$ cat config.mk
export PLATFORM = sky130hd
export DESIGN_NAME = dec_lag3_fsm
export DESIGN_NICKNAME = d
export VERILOG_FILES = /design/src/rtl/dec_lag3_fsm.sv
export SDC_FILE = /design/constraint.sdc
export NUM_CORES = 1
export LEC_CHECK = 0
export ABC_AREA = 1
export ABC_CLOCK_PERIOD_IN_PS = 25300
export BUFFER_PORTS_ARGS = -buffer_cell sky130_fd_sc_hd__buf_2
export CAP_MARGIN = 20
export CORE_MARGIN = 2
export CORE_UTILIZATION = 65
export CTS_CLUSTER_SIZE = 28
export DETAILED_ROUTE_END_ITERATION = 6
export GPL_TIMING_DRIVEN = 1
export PLACE_DENSITY = 0.84
export SLEW_MARGIN = 20
export SYNTH_ARGS = -nofsm -noshare
export SYNTH_HDL_FRONTEND = slang
export SYNTH_SLANG_ARGS = --single-unit
$ cat constraint.sdc
create_clock -name clock -period 25.3 [get_ports clock]
set_clock_uncertainty 0.05 [all_clocks]
set_input_delay 5.06 -clock clock [delete_from_list [all_inputs] [get_ports clock]]
set_output_delay 5.06 -clock clock [all_outputs]
set_load 0.02 [all_outputs]
$ cat src/rtl/dec_lag3_fsm.sv
// G.729 decoder pitch-lag decode (integer lag + fraction in thirds).
// Optional DEC_LAG3_RANGE_OUT_EN exposes the T0_min/T0_max search window.
module dec_lag3_fsm #(
  parameter logic [15:0] MULT_K    = 16'd10923,
  parameter logic [15:0] SF0_SPLIT = 16'd197
) (
  input  logic        clock,
  input  logic        reset,
  input  logic        start,
  input  logic [15:0] index,
  input  logic        i_subfr,
  input  logic [15:0] PIT_MIN,
  input  logic [15:0] PIT_MAX,
  output logic [15:0] T0,
  output logic [15:0] T0_frac,
`ifdef DEC_LAG3_RANGE_OUT_EN
  output logic [15:0] T0_min_out,
  output logic [15:0] T0_max_out,
`endif
  output logic        done
);

  typedef enum logic [2:0] {
    S_IDLE,
    S_MUL,
    S_RNG_MIN,
    S_RNG_MAX,
    S_FIN,
    S_DONE
  } state_t;

  function automatic logic [15:0] f_sat(
    input logic signed [16:0] s
  );
    if (s > 17'sd32767)
      return 16'h7FFF;
    else if (s < -17'sd32768)
      return 16'h8000;
    return s[15:0];
  endfunction

  function automatic logic [15:0] f_add(
    input logic [15:0] a,
    input logic [15:0] b
  );
    return f_sat($signed({a[15], a}) + $signed({b[15], b}));
  endfunction

  function automatic logic [15:0] f_sub(
    input logic [15:0] a,
    input logic [15:0] b
  );
    return f_sat($signed({a[15], a}) - $signed({b[15], b}));
  endfunction

  function automatic logic [15:0] f_mul3(
    input logic [15:0] x
  );
    return f_add(f_add(x, x), x);
  endfunction

  // Q15 product shifted back to Q0, clipped like the G.729 mult op
  function automatic logic [15:0] f_q15(
    input logic signed [31:0] p
  );
    logic signed [31:0] v;
    v = p >>> 15;
    if (v > 32'sd32767)
      return 16'h7FFF;
    else if (v < -32'sd32768)
      return 16'h8000;
    return v[15:0];
  endfunction

  state_t             r_state;
  logic [15:0]        r_index;
  logic               r_subfr;
  logic signed [31:0] r_prod;
  logic [15:0]        r_t0;
  logic [15:0]        r_t0_frac;
  logic [15:0]        r_t0_min;
  logic [15:0]        r_t0_max;
  logic               r_done;

  logic [15:0]        w_idx2;
  logic signed [31:0] w_prod;
  logic [15:0]        w_q;
  logic [15:0]        w_min_pre;
  logic [15:0]        w_max_pre;
  logic [15:0]        w_t0_a;
  logic [15:0]        w_frac_a;
  logic [15:0]        w_i;
  logic [15:0]        w_t0_b;
  logic [15:0]        w_frac_b;
  logic               w_lo_branch;

  assign w_idx2 = f_add(r_index, 16'd2);
  assign w_prod = $signed({{16{w_idx2[15]}}, w_idx2})
                * $signed({{16{MULT_K[15]}}, MULT_K});
  assign w_q    = f_q15(r_prod);

  assign w_min_pre = f_sub(r_t0, 16'd5);
  assign w_max_pre = f_add(r_t0_min, 16'd9);

  assign w_lo_branch = $signed(r_index) < $signed(SF0_SPLIT);
  assign w_t0_a   = w_lo_branch ? f_add(w_q, 16'd19)
                                : f_sub(r_index, 16'd112);
  assign w_frac_a = w_lo_branch
                  ? f_add(f_sub(r_index, f_mul3(w_t0_a)), 16'd58)
                  : 16'd0;

  assign w_i      = f_sub(w_q, 16'd1);
  assign w_t0_b   = f_add(w_i, r_t0_min);
  assign w_frac_b = f_sub(f_sub(r_index, 16'd2), f_mul3(w_i));

  always_ff @(posedge clock) begin
    if (reset) begin
      r_state   <= S_IDLE;
      r_index   <= '0;
      r_subfr   <= 1'b0;
      r_prod    <= '0;
      r_t0      <= '0;
      r_t0_frac <= '0;
      r_t0_min  <= '0;
      r_t0_max  <= '0;
      r_done    <= 1'b0;
    end else begin
      r_done <= 1'b0;
      case (r_state)
        S_IDLE: begin
          if (start) begin
            r_index <= index;
            r_subfr <= i_subfr;
            r_state <= S_MUL;
          end
        end
        S_MUL: begin
          r_prod  <= w_prod;
          r_state <= r_subfr ? S_RNG_MIN : S_FIN;
        end
        S_RNG_MIN: begin
          if ($signed(w_min_pre) < $signed(PIT_MIN))
            r_t0_min <= PIT_MIN;
          else
            r_t0_min <= w_min_pre;
          r_state <= S_RNG_MAX;
        end
        S_RNG_MAX: begin
          if ($signed(w_max_pre) > $signed(PIT_MAX)) begin
            r_t0_max <= PIT_MAX;
            r_t0_min <= f_sub(PIT_MAX, 16'd9);
          end else begin
            r_t0_max <= w_max_pre;
          end
          r_state <= S_FIN;
        end
        S_FIN: begin
          r_t0      <= r_subfr ? w_t0_b : w_t0_a;
          r_t0_frac <= r_subfr ? w_frac_b : w_frac_a;
          r_done    <= 1'b1;
          r_state   <= S_DONE;
        end
        S_DONE: r_state <= S_IDLE;
        default: r_state <= S_IDLE;
      endcase
    end
  end

  assign T0      = r_t0;
  assign T0_frac = r_t0_frac;
  assign done    = r_done;
`ifdef DEC_LAG3_RANGE_OUT_EN
  assign T0_min_out = r_t0_min;
  assign T0_max_out = r_t0_max;
`endif

endmodule

# Yosys cells after proc, flatten, opt, wreduce, memory -nomap -nowiden
# Index checks and enable logic that the tools add are counted.
# word_totals
ff_bits	100
input_bits	52
output_inout_bits	33
wordCells	171
# classes
n_addsub	16
mul	1
n_lt_le_gt_ge	37
n_eq_ne	6
mux	99
n_reduce_logical	4
# ops
cell	count
$mux 16	57
$gt 17x16->1 const B	16
$lt 17x16->1 const B	16
$add 16x16->17	5
$mux 1	38
$sub 16x16->17	2
$pmux 16 s2	1
$mul 16x15->31 const B	1
$add 16x3->17 const B	1
$add 16x5->17 const B	1
$add 16x6->17 const B	1
$add 16x7->17 const B	1
$sub 16x2->17 const B	1
$sub 16x3->17 const B	1
$sub 16x4->17 const B	1
$sub 16x5->17 const B	1
$sub 16x8->17 const B	1
$gt 16x16->1	1
$gt 16x16->1 const B	1
$lt 16x16->1	1
$lt 16x16->1 const B	1
$lt 16x9->1 const B	1
$pmux 3 s5	1
$eq 3x2->1 const B	2
other kinds (7)	10

# Longest topological paths before layout
# logic_depth
depth_word	32
mapped_depth	74
depth_no_buf	70

# Worst setup path before layout
# OpenSTA, ideal clock, no wires.
# synth_timing
path_kind	reg2reg
start	register r_prod[15]
end	register r_t0_frac[10], in the netlist T0_frac[10]
setup_time_ns	0.122
arrival_time_ns	8.623
required_ns	25.128
slack_ns	16.505
path_stages_with_launch	71
path_buffers	4
synth_period_minus_slack_ns	8.795
cell_sequence	dfxtp_1 inv_1 ha_1 inv_1 nand3_1 a21oi_1 nand2_1 nor3_2 nand2_1 nor3_2 xor2_1 nor4_1 o21ai_2 buf_2 nand2_1 nand2_1 nand2_1 ha_1 [35 not listed] buf_6 inv_2 nor2_1 nor2_1 ha_1 inv_1 nand3_1 nand2_2 nand2_4 nand2_2 nor3_2 xor2_1 nand2_1 nand2_2 buf_6 nand3_2 nand2_1 a21oi_2
# synth_via
elab_chain_len	32
elab_cells_between_ends	72
classes_between	9 x add/sub; 20 x order compare; 43 x mux
# synth_lines
item	line	rtl
start: declaration	78	logic signed [31:0] r_prod;
start signal: assignment	138	r_prod <= w_prod;
$lt 16x16->1	70	else if (v < -32'sd32768)
$mux 1	70	
$mux 1	68	if (v > 32'sd32767)
$mux 16 (*)	72	return v[15:0];
$add 16x6->17	46	return f_sat($signed({a[15], a}) + $signed({b[15], b}));
$lt 17x16->1	37	else if (s < -17'sd32768)
$mux 1	37	
$mux 1	35	if (s > 17'sd32767)
[16 not listed]	-	
$mux 16	39	return s[15:0];
$add 16x7->17	46	
$lt 17x16->1	37	
$mux 1	37	
$mux 1	35	
$mux 16	39	
$mux 16	109	? f_add(f_sub(r_index, f_mul3(w_t0_a)), 16'd58)
$mux 16 (*)	159	r_t0_frac <= r_subfr ? w_frac_b : w_frac_a;
end signal: assignment	159	
end: declaration	80	logic [15:0] r_t0_frac;
# Every way passes the cells marked *; elsewhere a longest branch is shown, timed or not.
# A chain may end at the register's enable or synchronous reset.

# Final worst setup path
# layout_timing
start	register r_prod[15]
end	register r_t0_frac[1], in the netlist T0_frac[1]
# Same word-level chain as after synthesis.

==> results.tsv <==
metric	value	unit
status	finished with violations	
Reg2Reg Setup Slack	15050	ps
failing checks	DRC	
CP startpoint	r_prod[15]	
drt drc	7	
most used cell, CP	nand2_1	
synth warn	0	
via/cell ratio	5.73	
post-DP HPWL	44000	µm
die extent in x	169	µm
Reg-to-Reg Start	r_prod[15]	
register area	1700	µm²
Primary FF master, synth	dfxtp_1	
pin count of the biggest net entering global routing	39	
Clock Path Buffers	2	
pre-CTS setup slack	15170	ps
Final Routed Wirelength	52000	µm
most common cell after layout, fill and taps aside	nand2_1	
Post CTS Setup Buffer Count	0	
Skew-Pair Late Insertion Delay	360	ps
mapped cell area	17800	µm²
hold path start	T0[14]	
slack of the critical path	15050	ps
max-slew violation count	0	
vias in the first global route	17400	
Reg2Reg Depth	60	
share of cells above drive strength 1	7.26	%
WL/cell	16.5	µm
nature of the critical path endpoint	flop	
Core ar.	26900	µm²
FF+latch count, synth	85	
CTS tree	yes	
area grow syn2layout	5.54	%
clk root buf	clkbuf_16	
worst rel slew slack	35.3	%
Port Buffer Count	84	
area of the multi-input gates	13900	µm²
number of synthesized flops with an enable pin	0	
post-synthesis sequential area ratio	9.57	%
Vert. Die Dim	169	µm
Setup CP Type	flop to flop	
Util after Layout	69.9	%
Rows	60	
I/O Pins	85	
crit start category	flop	
Nets	3200	
part of the cycle the worst path needs	40.5	%
Hold Vio Cnt, Final	0	
post-synthesis cell count	2750	
fin cells	3149	
Clk pin slew, worst setup/hold paths	80	ps
antenna diode count	0	
CTS buffer count	9	
CP max-delay cell	fa_1	
via count	18000	
Post-DRT Antenna Nets	0	
Starting Density	66.2	%
Slew @ Worst Pin	967	ps
all-layer global routing usage	36.4	%
critical-path maximum fanout	15	
GPL Wtd Cong	1.03	
max-cap violations	0	
Hold Buf Count CTS	0	
DR pass1 iterations	7	
clk sinks	85	
number of gates resized after CTS	0	
fin crit period	10250	ps
commonest cells after routing, fill and taps aside	nand2_1, inv_1, nor2_1, ha_1, a21oi_1	
FFs w/ async S/R, synth	0	%
Critical Path End	T0_frac[1]	
total gr overflow	0	
hold crit path type	flop to flop	
final-report setup violation count	0	
Critical Path RT	25490	ps
setup_tns	0	ps
1st-iter DRT viols	1512	
H-Tree Depth	3	
Crit path largest cell delay	450	ps
first-pass GRT wire length	84400	µm
RR Endpoint	T0_frac[1]	
syn_nets	3147	
fillers	2404	
initial antenna violation count	0	
die area	28700	µm²
crit path DAT	10440	ps
dpl cells	3133	
Syn Area/Cell	6.47	µm²
RSZ-0062 raised after global routing	false	
FMAX	97.6	MHz
Yosys cell types	64	
cell families after synthesis:
group / share of synthesized area, %
XOR/XNOR: 7.09
AO/OA/AOI/OAI: 15.6
AND/OR/NAND/NOR: 27.1
flip-flops: 9.57
buffers and inverters: 12.3
adder cells (fa/ha/maj): 28.4
per-layer routing:
layer | routed length (µm) | vias up | GRT usage, %
met1 | 21900 | 8363 | 45.0
li1 | - | 8944 | -
met4 | 1970 | 0 | 14.5
met3 | 3220 | 132 | 4.73
met2 | 25000 | 603 | 64.1
met5 | 0 | - | 0
layout make-up:
type | count | area share, %
multi-input combinational | 2096 | 74.0
inverter | 518 | 10.4
sequential | 85 | 9.06
timing repair buffer | 93 | 2.60
tap | 341 | 2.27
clock buffer | 10 | 1.27
clock inverter | 6 | 0.387
worst max-delay path, delay by kind of cell (launching register included):
kind                       cells  cell delay [ps]
buffers and inverters          7              960
xor gates and xnor gates       2              410
and+or+nand+nor               31             3990
AOI/OAI and AO/OA             15             2600
DFF                            1              420
adders and majority gates      5             1640
synthesized netlist by cell type (2+ instances only):
library cell / count / area [µm²]
xor2_1: 114 / 998
nand2_1: 530 / 1990
inv_1: 503 / 1890
o31ai_1: 2 / 15.0
o2111ai_1: 2 / 17.5
nor3_2: 9 / 90.1
or2_1: 2 / 12.5
nand3_2: 10 / 100
a21oi_1: 230 / 1150
buf_6: 5 / 56.3
o221ai_1: 2 / 17.5
nand2_4: 6 / 67.6
clkinv_1: 5 / 18.8
a211oi_1: 7 / 52.6
o21ai_1: 8 / 40.0
buf_1: 2 / 7.51
nand3b_1: 3 / 22.5
nand3_1: 152 / 761
o211ai_1: 16 / 120
o21a_1: 8 / 60.1
a22oi_1: 2 / 15.0
nor2_1: 287 / 1080
a31oi_1: 16 / 100
nor3_1: 33 / 165
nand2_2: 24 / 150
o221a_2: 2 / 22.5
clkbuf_1: 37 / 139
and2_1: 2 / 12.5
ha_1: 247 / 3090
inv_2: 10 / 37.5
or2_2: 11 / 68.8
o21bai_1: 12 / 90.1
fa_1: 98 / 1960
nor4_1: 11 / 68.8
a21o_1: 5 / 37.5
a21oi_2: 15 / 131
a21boi_0: 4 / 30.0
o21ai_2: 2 / 17.5
buf_2: 5 / 25.0
nand4_1: 23 / 144
o21ai_0: 150 / 751
nor2_4: 3 / 33.8
dfxtp_1: 85 / 1700
xnor2_1: 30 / 263
worst min-delay path by stage:
stage                     cells after the start           end  slack [ps]
final                                         2        T0[14]         460
after CTS                                     2        T0[14]         460
after global routing                          2        T0[14]         480
after detailed placement                      2        T0[14]         440
after global placement                        2         T0[6]         440
after floorplan                               2  r_t0_min[15]         410
through the flow:
step                cell area [µm²]  hold slack, ps
global route                  18800             483
floorplan                     17800             413
finish                        18800             456
detailed placement            18500             444
CTS                           18800             456
global placement              18500             441
registers in the layout, summed over array words and instances, names as in the netlist:
name      cells
T0           16
T0_frac      16
done          1
r_index      16
r_prod       16
r_state       3
r_subfr       1
r_t0_min     16
Power is not shown: default switching activity piles up to over one toggle a cycle in this logic, so the estimate is an artifact.
